`config.mk`:
```
export PLATFORM = sky130hd
export DESIGN_NAME = operand_load_arbiter
export DESIGN_NICKNAME = d
export VERILOG_FILES = /design/src/rtl/operand_load_arbiter.sv
export SDC_FILE = /design/constraint.sdc
export NUM_CORES = 1
export LEC_CHECK = 0
export CAP_MARGIN = 10
export CELL_PAD_IN_SITES_DETAIL_PLACEMENT = 0
export CELL_PAD_IN_SITES_GLOBAL_PLACEMENT = 2
export CORE_AREA = 2 2 78 80
export DETAILED_ROUTE_END_ITERATION = 10
export DIE_AREA = 0 0 80 82
export PLACE_DENSITY = 0.91
export SLEW_MARGIN = 40
export SYNTH_ARGS = -nofsm -noshare
export SYNTH_HDL_FRONTEND = slang
export SYNTH_SLANG_ARGS = --single-unit
```
`constraint.sdc`:
```
create_clock -name clk -period 4.1 [get_ports clk]
set_input_delay 0.615 -clock clk [delete_from_list [all_inputs] [get_ports clk]]
set_output_delay 0.615 -clock clk [all_outputs]
set_load 0.02 [all_outputs]
```
`src/rtl/operand_load_arbiter.sv`:
```
// operand_load_arbiter: round-robin loader of operand pairs into the shared A/B register file
module operand_load_arbiter #(
   parameter int DATA_W  = 8,
   parameter int TIMEOUT = 16,
   parameter int TCNT_W  = 8
) (
   input  logic              clk,
   input  logic              rst,
   input  logic [1:0]        req_valid,
   output logic [1:0]        req_ready,
   input  logic [DATA_W-1:0] req0_a,
   input  logic [DATA_W-1:0] req0_b,
   input  logic [DATA_W-1:0] req1_a,
   input  logic [DATA_W-1:0] req1_b,
   output logic              rf_write_enable,
   output logic [DATA_W-1:0] rf_data_in_A,
   output logic [DATA_W-1:0] rf_data_in_B,
   output logic              op_valid,
   input  logic              op_done,
   output logic              grant_id,
   output logic              busy,
   output logic              timeout
);
   typedef enum logic [1:0] {IDLE, LOAD, WAIT} state_t;
   localparam logic [TCNT_W-1:0] LIMIT = TCNT_W'(TIMEOUT == 0 ? 0 : TIMEOUT - 1);
   state_t              state_q;
   logic                last_grant_q, grant_id_q, we_q, valid_q, busy_q, timeout_q;
   logic [DATA_W-1:0]   a_q, b_q;
   logic [TCNT_W-1:0]   cnt_q;
   logic                pick, expired;
   // round-robin pick: contested requests go to whoever did not win last
   always_comb begin
      pick      = (&req_valid) ? ~last_grant_q : req_valid[1];
      req_ready = (state_q == IDLE && |req_valid) ? (pick ? 2'b10 : 2'b01) : 2'b00;
      expired   = (TIMEOUT != 0) && (cnt_q == LIMIT);
   end
   // control FSM with registered outputs; done beats a simultaneous watchdog expiry
   always_ff @(posedge clk) begin
      if (rst) begin
         state_q      <= IDLE;
         last_grant_q <= 1'b1;
         grant_id_q   <= 1'b0;
         we_q         <= 1'b0;
         valid_q      <= 1'b0;
         busy_q       <= 1'b0;
         timeout_q    <= 1'b0;
         a_q          <= '0;
         b_q          <= '0;
         cnt_q        <= '0;
      end else begin
         timeout_q <= 1'b0;
         case (state_q)
            IDLE: if (|req_ready) begin
               a_q          <= pick ? req1_a : req0_a;
               b_q          <= pick ? req1_b : req0_b;
               grant_id_q   <= pick;
               last_grant_q <= pick;
               we_q         <= 1'b1;
               busy_q       <= 1'b1;
               state_q      <= LOAD;
            end
            LOAD: begin
               we_q    <= 1'b0;
               valid_q <= 1'b1;
               cnt_q   <= '0;
               state_q <= WAIT;
            end
            WAIT: if (op_done || expired) begin
               valid_q   <= 1'b0;
               busy_q    <= 1'b0;
               timeout_q <= ~op_done;
               state_q   <= IDLE;
            end else begin
               cnt_q <= cnt_q + 1'b1;
            end
            default: state_q <= IDLE;
         endcase
      end
   end
   assign rf_write_enable = we_q;
   assign rf_data_in_A    = a_q;
   assign rf_data_in_B    = b_q;
   assign op_valid        = valid_q;
   assign grant_id        = grant_id_q;
   assign busy            = busy_q;
   assign timeout         = timeout_q;
endmodule

```
==> flow_summary.ini, run 1 <==
[timing]
hold_violations = 0
slew_headroom_pct = 52.70
finalSetupViolCount = 0
fin_crit_ns = 3.098
max_freq_mhz = 322.8
tightest_slew_ns = 0.7030
skew_ns = 0.005650
rsz0062_at_grt = false
fin_crit_sh_pct = 75.55
tns_ns = 0
worst_slack_ns = 1.002
slew_violations = 0

[clock_tree]
cts_tree = done
clockBufferDepth = 2
cts_buffers = 5
cts_hold_buf = 0
post_cts_buffers = 0
path_clk_slew_ns = 0.07
cts.sinks = 32
htreeDepth = 2
cts_root_buf = clkbuf_8
cts_resized = 0
worstSkewPairLatency_ns = 0.28

[floorplan]
dieWidth_um = 80
die_height_um = 82
die_area_mm2 = 0.006560
rows = 28
ios = 60
start_util_pct = 24.24
coreArea_mm2 = 0.005746

[pwr]
ir_worst_vdd_mv = 0.1767
p_leak_nw = 0.7398
power_density_mw_per_mm2 = 369.3

[critical_path]
reg2reg_from = cnt_q[5]$_SDFFE_PP0P_
path_class = primary input to primary output
endpoint = req_ready[0]
critPathLaunchType = primary input
r2r-end = op_valid$_SDFFE_PP0P_
cp.arrival_ns = 2.48
worst-path-max-fanout = 17
rr_worst_depth = 4
reg2reg_slack_ns = 2.36
crit_required_ns = 3.48
setup.worst_path.start = req_valid[1]
critPathCaptureType = primary output

[synthesis]
synth_flop_cell = dfxtp_1
synth.top_cell.area_share_pct = 46.00
netlist_instances = 158
synth_warnings = 0
yosysSeqAreaShare_pct = 46.00
syn_avg_cell_area_um2 = 8.814
synthesis.area_mm2 = 0.001393
synth_edf_count = 0
ys_ff_latch = 32
synth_fp_nets = 196
synth.distinct_cells = 36
synthArstFlopShare_pct = 0
synth_top_cell_by_area = dfxtp_1
ys_top_cells_by_area = dfxtp_1 46%, a21oi_1 9.0%, a22oi_1 8.6%

[detailed_routing]
wirelength_um = 3607
drc = 0
vias = 1372
drt_first_pass_iters = 4
wire_per_inst_um = 12.31
via_per_inst = 4.683
postRouteAntennaNets = 0
drt_iter0_drc = 84

[layout]
drive_gt1_share_pct = 6.881
diodes = 0
syn_to_final_growth_pct = 53.46
nets = 255

[place]
pre_cts_slack_ns = 0.9897
port_buffers = 59
place_congestion = 0.7851
place_hpwl_um = 2607

[grt]
grt_overflow = 0
grt_pass1_wl_um = 5885
grtUsageTotal_pct = 11.63
grt_max_degree = 21
antenna_found_initial = 0
grt_pass1_vias = 1319

[hold_path]
holdCritPathClass = flip-flop to flip-flop

[job]
maxCapViolCount = 0

[status]
status = finished, final reports clean
[worst min-delay path by stage]
stage	startpoint	end	slack [ns]	cells past startpoint
after floorplan	last_grant_q$_SDFFE_PP1P_	last_grant_q$_SDFFE_PP1P_	0.44	1
after global placement	rf_write_enable$_SDFFE_PP0P_	rf_write_enable$_SDFFE_PP0P_	0.45	2
after detailed placement	rf_write_enable$_SDFFE_PP0P_	rf_write_enable$_SDFFE_PP0P_	0.45	2
after CTS	rf_write_enable$_SDFFE_PP0P_	rf_write_enable$_SDFFE_PP0P_	0.46	2
after global routing	rf_write_enable$_SDFFE_PP0P_	rf_write_enable$_SDFFE_PP0P_	0.50	2
final	rf_write_enable$_SDFFE_PP0P_	rf_write_enable$_SDFFE_PP0P_	0.46	2
[critical path, stage by stage]
cell and delay (ns):
clkdlybuf4s50_1 0.55, nor2_1 0.10, a2111oi_4 0.31, buf_4 0.27, clkdlybuf4s50_1 0.64
[cells in the mapped netlist, types with 2 or more instances]
master,count
dfxtp_1,32
a21oi_1,25
nand2_1,25
a22oi_1,16
clkbuf_1,6
nor2_1,6
nor3_1,6
nand3_1,5
a21o_1,3
buf_2,3
and3_1,2
nand4b_1,2
nor2b_1,2
o311ai_0,2
o31ai_1,2
[power by group]
group / internal [mW] / switching (mW) / total [mW] / leakage (nW)
clock network: 0.137 / 0.108 / 0.245 / 0.0455
registers: 0.335 / 0.0169 / 0.352 / 0.263
logic: 0.100 / 0.0922 / 0.192 / 0.432
total: 0.572 / 0.217 / 0.789 / 0.740
[placed cells by master (no fill, tap or decap), drive strengths merged, types with 2 or more instances in the layout]
master          n
a22oi          16
a21oi          25
nand2          25
clkdlybuf4s50  59
dfxtp          32
nor2            6
buf             4
and3            2
clkbuf          8
nor2b           2
o31ai           2
o311ai          2
nor3b           2
nor3            6
nand3           6
a21o            3
nand4b          2
[metrics by stage]
stage / hold WS [ns] / utilization (%) / power (mW) / cell area [µm²] / instances
2_1_floorplan: 0.4353 / - / 0.4536 / 1393 / 158
3_3_place_gp: 0.4478 / 35.63 / 0.5530 / 2047 / 285
3_5_place_dp: 0.4544 / 35.63 / 0.5525 / 2047 / 285
4_1_cts: 0.4636 / 37.20 / 0.8058 / 2137 / 293
5_1_grt: 0.4962 / 37.20 / 0.8354 / 2137 / 293
6_report: 0.4579 / 37.20 / 0.7891 / 2137 / 293
[registers in the layout (all words and copies together) (netlist names)]
signal	count
cnt_q	8
rf_write_enable	1
rf_data_in_B	8
op_valid	1
grant_id	1
busy	1
last_grant_q	1
state_q	2
timeout	1
rf_data_in_A	8
[cell families after synthesis]
kind of cell    Yosys count  share of synthesized area (%)
mux                       1                         0.7188
simple gates             58                          21.56
flops                    32                          46.00
compound gates           54                          26.24
fa+ha+maj                 1                         0.8983
buf+inv                  12                          4.581
[layout make-up]
type,instances,area (µm²)
Fill cell,620,3608
Multi-Input combinational cell,114,688.2
Sequential cell,32,640.6
Timing Repair Buffer,63,620.6
Tap cell,75,93.84
Clock buffer,8,90.09
Inverter,1,3.754
[per-layer routing]
metal / routed length (µm) / up-vias / global-route usage, %
li1: - / 698 / -
met1: 1591 / 632 / 13.24
met2: 1738 / 36 / 19.67
met3: 187 / 6 / 3.187
met4: 89 / 0 / 6.610
met5: 0 / - / 0
(Power assumes the default switching activity.)
==> inputs of run 2 (changes only) <==
--- a/config.mk
+++ b/config.mk
@@ -8,10 +8,10 @@
 export CAP_MARGIN = 10
 export CELL_PAD_IN_SITES_DETAIL_PLACEMENT = 0
 export CELL_PAD_IN_SITES_GLOBAL_PLACEMENT = 2
-export CORE_AREA = 2 2 78 80
+export CORE_AREA = 2 2 81 83
 export DETAILED_ROUTE_END_ITERATION = 10
-export DIE_AREA = 0 0 80 82
-export PLACE_DENSITY = 0.91
+export DIE_AREA = 0 0 83 85
+export PLACE_DENSITY = 0.86
 export SLEW_MARGIN = 40
 export SYNTH_ARGS = -nofsm -noshare
 export SYNTH_HDL_FRONTEND = slang
==> constraint.sdc (replaced) <==
create_clock -name clk -period 3 [get_ports clk]
set_input_delay 0.45 -clock clk [delete_from_list [all_inputs] [get_ports clk]]
set_output_delay 0.45 -clock clk [all_outputs]
set_load 0.02 [all_outputs]
==> run 2 against run 1 <==
  * Worst hold slack better by 0.0043 ns
  * Via count is 0.73% higher
  * Total power grew 38%
  * Die area rose by 7.5%
==> flow_summary.ini, run 2 (synthesis gave the netlist of run 1 again) <==
[floorplan]
die_height_um = 85
start_util_pct = 22.44
coreArea_mm2 = 0.006205
rows = 29
ios = 60
die_area_mm2 = 0.007055
dieWidth_um = 83

[hold_path]
holdCritPathClass = flip-flop to flip-flop
holdPathStages = 2
hold_start = rf_write_enable$_SDFFE_PP0P_

[critical_path]
crit_path_top_delay_cell = clkdlybuf4s50_1
cp.depth = 4
setup.worst_path.start = req_valid[1]
reg2reg_from = state_q[0]$_SDFFE_PP0P_
crit_required_ns = 2.55
rr_worst_depth = 5
critPathLaunchType = primary input
cp.arrival_ns = 2.15
worst-path-max-fanout = 4
critPathCaptureType = primary output
crit_top_cell = clkdlybuf4s50_1
cp_top_family = buffers and inverters
path_class = primary input to primary output
slowest_delay_ns = 0.68
cp_num_buf_inv = 2
crit_chain = clkdlybuf4s50_1 > nor2_1 > a2111oi_4 > clkdlybuf4s50_1

[detailed_routing]
drc = 0
wire_per_inst_um = 12.88
wirelength_um = 3811
via_per_inst = 4.669
drt_first_pass_iters = 4
drt_iter0_drc = 118
vias = 1382
postRouteAntennaNets = 0

[layout]
nets = 256
diodes = 0
syn_to_final_growth_pct = 54.09
num-fill-cells = 641
final_cells = 296
fin_area_mm2 = 0.002146
postLayoutCoreUtil_pct = 34.58
layout_commonest_cell = clkdlybuf4s50_1
final_cell_mix = 58 x clkdlybuf4s50_1, 32 x dfxtp_1, 25 x nand2_1, 25 x a21oi_1, 16 x a22oi_1
drive_gt1_share_pct = 8.219

[clock_tree]
cts.sinks = 32
cts_buffers = 5
cts_root_buf = clkbuf_8
path_clk_slew_ns = 0.07
htreeDepth = 2
worstSkewPairLatency_ns = 0.28
post_cts_buffers = 0
cts_hold_buf = 0
clockBufferDepth = 2
cts_resized = 0
cts_tree = done

[pwr]
p_total_mw = 1.090
power_density_mw_per_mm2 = 508.1
p_leak_nw = 0.7436
ir_worst_vdd_mv = 0.1700

[job]
maxCapViolCount = 0

[timing]
skew_ns = 0.009434
fin_crit_ns = 2.600
finalSetupViolCount = 0
tns_ns = 0
rsz0062_at_grt = false
slew_headroom_pct = 52.92
max_freq_mhz = 384.7
fin_crit_sh_pct = 86.65
hold_violations = 0
slew_violations = 0
tightest_slew_ns = 0.6997

[place]
place_area_mm2 = 0.002057
port_buffers = 59
dp_cells = 288
place_congestion = 0.7336
place_hpwl_um = 2725

[grt]
antenna_found_initial = 0
grtUsageTotal_pct = 10.69
grt_max_degree = 23
grt_pass1_vias = 1294
grt_pass1_wl_um = 6189
grt_overflow = 0

[status]
status = finished, final reports clean
[run 2: per-stage QoR]
step / hold slack [ns] / worst slack (ns)
3_5_place_dp: 0.4511 / 0.3937
5_1_grt: 0.4882 / 0.3110
6_report: 0.4623 / 0.4004
2_1_floorplan: 0.4353 / 1.229
4_1_cts: 0.4638 / 0.3788
3_3_place_gp: 0.4511 / 0.3956
[run 2: final timing paths]
| check | end | slack (ns) |
|---|---|---|
| hold / removal | rf_write_enable$_SDFFE_PP0P_ | 0.46 |
| setup reg to reg | rf_data_in_B[7]$_SDFFE_PP0P_ | 1.21 |
| setup / recovery | req_ready[0] | 0.40 |
| hold reg to reg | rf_write_enable$_SDFFE_PP0P_ | 0.46 |
[run 2: power breakdown]
group / internal, mW / switching (mW)
Sequential: 0.458 / 0.0230
Clock: 0.186 / 0.158
Combinational: 0.137 / 0.128
Total: 0.781 / 0.309
[run 2: worst register-to-register path, cell delays in order (launching register included)]
cell and delay (ns):
dfxtp_1 0.64, nor2_1 0.13, o21ai_1 0.37, buf_4 0.32
a22oi_1 0.12, a21oi_1 0.14
[run 2: per-layer routing]
metal	global-route usage [%]	up-vias	share of wire (%)
met5	0	-	0
met4	4.471	0	1.0
met3	3.891	2	6.7
met2	17.23	37	48
met1	12.95	642	44
li1	-	701	-
[run 2: final cells by class]
type / count / area [µm²] / area share [%]
repair buffers: 64 / 623.1 / 29.04
flip-flops and latches: 32 / 640.6 / 29.85
clock inverters: 1 / 7.507 / 0.3499
clock buffers: 7 / 86.33 / 4.023
inverters: 1 / 3.754 / 0.1749
multi-input cells: 114 / 688.2 / 32.07
well taps: 77 / 96.34 / 4.490
